## config.mk

```make
export PLATFORM = sky130hd
export DESIGN_NAME = pipe_if
export DESIGN_NICKNAME = d
export VERILOG_FILES = /design/src/rtl/pipe_if.sv
export SDC_FILE = /design/constraint.sdc
export NUM_CORES = 1
export LEC_CHECK = 0
export CORE_MARGIN = 2
export CORE_UTILIZATION = 42
export DETAILED_ROUTE_END_ITERATION = 12
export PLACE_DENSITY_LB_ADDON = 0.1
export SKIP_CTS_REPAIR_TIMING = 1
export SLEW_MARGIN = 20
export SYNTH_ARGS = -nofsm -noshare
export SYNTH_HDL_FRONTEND = slang
export SYNTH_SLANG_ARGS = --single-unit
```

## constraint.sdc

```tcl
create_clock -name clk -period 3.8 [get_ports clk]
set_clock_uncertainty 0.1 [all_clocks]
set_input_delay 0.76 -clock clk [delete_from_list [all_inputs] [get_ports clk]]
set_output_delay 0.76 -clock clk [all_outputs]
set_load 0.05 [all_outputs]
```

## src/rtl/pipe_if.sv

```systemverilog
// Instruction fetch stage: issues imem reads, tracks the IF instruction, holds
// the returned word across ID stalls, and handles branch/flush redirects.
module pipe_if #(
  parameter logic [31:0] RESET_PC  = 32'h0040_0000,
  parameter logic [31:0] EX_VECTOR = 32'h0040_0004
) (
  input  logic        clk,
  input  logic        rst,
  input  logic        id_allowin,
  input  logic        br_taken,
  input  logic [31:0] br_target,
  input  logic        ex_flush,
  input  logic        eret_flush,
  input  logic [31:0] epc,
  input  logic        hlt,
  input  logic [31:0] imem_rdata,
  output logic        imem_en,
  output logic [31:0] imem_addr,
  output logic        if_id_validto,
  output logic [31:0] pc_out,
  output logic [31:0] instr_out
);

  logic [31:0] r_fetch_pc;
  logic [31:0] r_pc_if;
  logic        r_if_valid;
  logic        r_hold_valid;
  logic [31:0] r_hold_instr;

  logic        w_flush;
  logic        w_if_allowin;
  logic        w_issue;
  logic        w_slot_redirect;
  logic [31:0] w_issue_addr;

  assign w_flush      = ex_flush || eret_flush;
  assign w_if_allowin = !r_if_valid || id_allowin;
  assign w_issue      = !rst && ((w_if_allowin && !hlt) || w_flush);

  // Branch resolved before its delay slot was fetched: fetch the slot now,
  // and steer the following fetch to the target.
  assign w_slot_redirect = br_taken && !r_if_valid && !w_flush;

  always_comb begin
    w_issue_addr = r_fetch_pc;
    if (ex_flush)                    w_issue_addr = EX_VECTOR;
    else if (eret_flush)             w_issue_addr = epc;
    else if (br_taken && r_if_valid) w_issue_addr = br_target;
  end

  always_ff @(posedge clk) begin
    if (rst) begin
      r_fetch_pc   <= RESET_PC;
      r_pc_if      <= 32'd0;
      r_if_valid   <= 1'b0;
      r_hold_valid <= 1'b0;
      r_hold_instr <= 32'd0;
    end else if (w_issue) begin
      r_pc_if      <= w_issue_addr;
      r_if_valid   <= 1'b1;
      r_hold_valid <= 1'b0;
      r_fetch_pc   <= w_slot_redirect ? br_target : w_issue_addr + 32'd4;
    end else begin
      if (br_taken) r_fetch_pc <= br_target;
      if (r_if_valid && id_allowin) begin
        r_if_valid <= 1'b0;
      end else if (r_if_valid && !r_hold_valid) begin
        // imem data is only guaranteed the cycle after issue; latch it for the stall
        r_hold_instr <= imem_rdata;
        r_hold_valid <= 1'b1;
      end
    end
  end

  assign imem_en       = w_issue;
  assign imem_addr     = w_issue_addr;
  assign if_id_validto = r_if_valid && !w_flush && !rst;
  assign pc_out        = r_pc_if;
  assign instr_out     = (r_hold_valid && !rst) ? r_hold_instr : imem_rdata;

endmodule

```

==> results of run 1 <==
==> stage by stage <==
| stage | cell area [sq um] | setup WS, ns | utilization [%] |
|---|---|---|---|
| finish | 9050 | 0.173 | 68.1 |
| floorplan | 5840 | -0.0958 | - |
| CTS | 9040 | 0.0293 | 68.0 |
| global route | 9050 | 0.0433 | 68.1 |
| global placement | 8760 | 0.0691 | 65.9 |
| detailed placement | 8760 | -0.0258 | 65.9 |
==> tightest hold or removal path, stage by stage, from the launching register on <==
cell and delay (ns):
dfxtp_1 0.31, nand2_1 0.05, a21oi_1 0.05
==> cells by family (layout without fill, tap and decap cells) <==
logic type,count (synthesis),after routing,synth area share [%]
AND/OR/NAND/NOR,317,317,25.2
adder cells (fa/ha/maj),1,1,0.218
XOR/XNOR,22,22,3.36
flip-flops,98,98,34.2
buffers and inverters,79,287,5.78
AO/OA/AOI/OAI,199,199,24.4
multiplexers,35,35,6.81
==> layout by cell type, fill, tap and decap left out, types with 16 or more instances in the layout <==
cell type,n
dfxtp_1,98
buf_4,63
mux2_2,32
a22oi_1,16
nand2_1,161
a21oi_1,82
buf_12,58
nor2_1,62
xnor2_1,19
clkdlybuf4s50_1,132
==> area by class of cell <==
class / count / area (sq um)
fillers: 1099 / 4240
multi-input cells: 574 / 3560
repair buffers: 255 / 2970
flip-flops and latches: 98 / 1960
clock buffers: 10 / 239
well taps: 176 / 220
inverters: 16 / 60.1
clock inverters: 6 / 47.5
==> Yosys cell counts, drive strengths merged (14+ instances only) <==
| master | n | share of area [%] |
|---|---|---|
| o22ai | 14 | 1.5 |
| nor2 | 66 | 4.3 |
| buf | 19 | 1.9 |
| inv | 16 | 1.0 |
| a22oi | 16 | 2.1 |
| nand3 | 14 | 1.3 |
| a311oi | 15 | 3.6 |
| clkbuf | 44 | 2.9 |
| a21oi | 82 | 7.2 |
| nand2 | 162 | 11 |
| nor2b | 14 | 1.5 |
| xnor2 | 19 | 2.9 |
| o21ai | 16 | 1.4 |
| mux2 | 32 | 6.3 |
| dfxtp | 98 | 34 |
==> per-layer routing <==
| metal | vias to the layer above | wire, um | GRT usage, % |
|---|---|---|---|
| li1 | 3055 | - | - |
| met1 | 3097 | 9320 | 39.9 |
| met2 | 349 | 10100 | 46.9 |
| met3 | 34 | 1850 | 6.42 |
| met4 | 0 | 507 | 10.4 |
| met5 | - | 0 | 0 |
==> path summary, 6_finish.rpt <==
kind                    from             end  slack (ns)  cells past startpoint
setup / recovery    br_taken    imem_addr[9]        0.17                      8
hold reg to reg   pc_out[20]      pc_out[20]        0.36                      2
hold / removal    pc_out[20]      pc_out[20]        0.36                      2
setup reg to reg  r_if_valid  r_fetch_pc[28]        0.40                      8
==> sequential cells by signal, summed over array words and instances, names as in the netlist <==
register,cells
r_hold_instr,32
r_fetch_pc,32
r_if_valid,1
pc_out,32
r_hold_valid,1
==> power by group through the flow <==
stage / registers [mW] / clock network [mW] / logic (mW)
2_1_floorplan: 1.20 / 0 / 0.483
3_3_place_gp: 1.14 / 0 / 0.998
3_5_place_dp: 1.15 / 0 / 1.01
4_1_cts: 1.12 / 0.911 / 1.01
5_1_grt: 1.13 / 0.957 / 1.07
6_report: 1.12 / 0.903 / 1.02
==> run metrics, run 1 <==
outcome=complete, no violations; Power Density=approximately 340 nW/um^2; DRC viols=0; most used cell, CP=buf_4; Leak Pwr=roughly 3.4 nW; clock power share=between 20% and 30%; crit path cell chain=clkdlybuf4s50_1, buf_4, and2_2, buf_4, nand2_1, a311oi_4, buf_4, buf_12; critical path's largest stage delay=around 0.46 ns; antenna fix cells=0; Die X=about 120 um; Crit-path slowest cell=clkdlybuf4s50_1; Critical Path Sink Type=primary output; Tot GR Track Use=29.7%; clock tree buffer depth=2; final-report hold violation count=0; Post-synth EDFFs=0; Setup Crit Path Kind=primary input to primary output; switch share=about a third; share of layout cells above drive strength 1=21.6%; Layout Nets=1058; Synth Warn #=0; Synth Register Bits=roughly 100; dpl cells=approximately 1100; initial core utilization=43.1%; slew margin rel.=21.6%; min-delay worst type=register to register; Max Cap Viol=0; setup violators final=0; largest net degree at the start of global routing=62; final WL=~22000 um; Post-Layout Cell Count=approximately 1100; Fin Setup TNS=0 ns; ys async rst share=0%; Routed wire per std cell=between 15 and 20 um; count of input and output buffers=200; core area=13300 sq um; first-pass GRT wire length=around 34000 um; Clock Sink Count=approximately 100; I/O Pins=~200; crit path max fanout=17; Flop pwr share=between 30 and 40%; Worst-Skew Late Latency=between 0.3 and 0.4 ns; TritonCTS buffer count=9; antenna violations before repair=0; clk slew on worst S/H paths=roughly 0.07 ns; CP top delay family=buffers and inverters; critical path data required time=2.94 ns; routed vias=~6500; crit start category=primary input; crit share post-route=between 90% and 100%; Psw=1.05 mW; area grow syn2layout=57.9%; power share of the combinational group=between 30% and 40%; die outline area=14600 sq um; DR pass1 iterations=5; Rows=42; Arrival @ worst endpoint=around 2.8 ns; syn nets=855; Mapped Area=roughly 5700 sq um; Int Pwr=around 2.0 mW; Die Y=about 120 um; final RePlAce weighted congestion=~0.91; ANT nets after route=0; CTS Root Cell=clkbuf_16; maximum clock frequency=~280 MHz; detailed router's first-iteration violation count=slightly below 600; vias in the first global route=approximately 6400; CTS tree=yes; Slew @ Worst Pin=1.18 ns; syn avg cell area=approximately 7.6 sq um; Via density=approximately 5.8; sequential fraction of the synthesis area=between 30% and 40%; Total Power=just over 3 mW; Cells after Synth=approximately 750; grt ovf=0; H-tree Lvls=3; Hold Slack=~0.36 ns; Crit path buffers/inverters=5; Final min period=3.63 ns; Netlist cell types=65; Post-DP HPWL=16000 um; Max Slew Vio Count=0; Main synth FF type=dfxtp_1; unrepaired setup endpoints after global routing=false; peak supply drop=0.215 mV
Note: power is estimated with default switching activity, not from simulation.
==> run 2: changes to the inputs <==
--- a/config.mk
+++ b/config.mk
@@ -5,6 +5,7 @@
 export SDC_FILE = /design/constraint.sdc
 export NUM_CORES = 1
 export LEC_CHECK = 0
+export CAP_MARGIN = 20
 export CORE_MARGIN = 2
 export CORE_UTILIZATION = 42
 export DETAILED_ROUTE_END_ITERATION = 12
==> results of run 2 <==
Same layout as run 1: the final DEF is identical, and so are final timing and power.
==> run 3: changes to the inputs <==
--- a/config.mk
+++ b/config.mk
@@ -5,7 +5,6 @@
 export SDC_FILE = /design/constraint.sdc
 export NUM_CORES = 1
 export LEC_CHECK = 0
-export CAP_MARGIN = 20
 export CORE_MARGIN = 2
 export CORE_UTILIZATION = 42
 export DETAILED_ROUTE_END_ITERATION = 12
==> results of run 3 <==
Same layout as run 1: the final DEF is identical, and so are final timing and power.
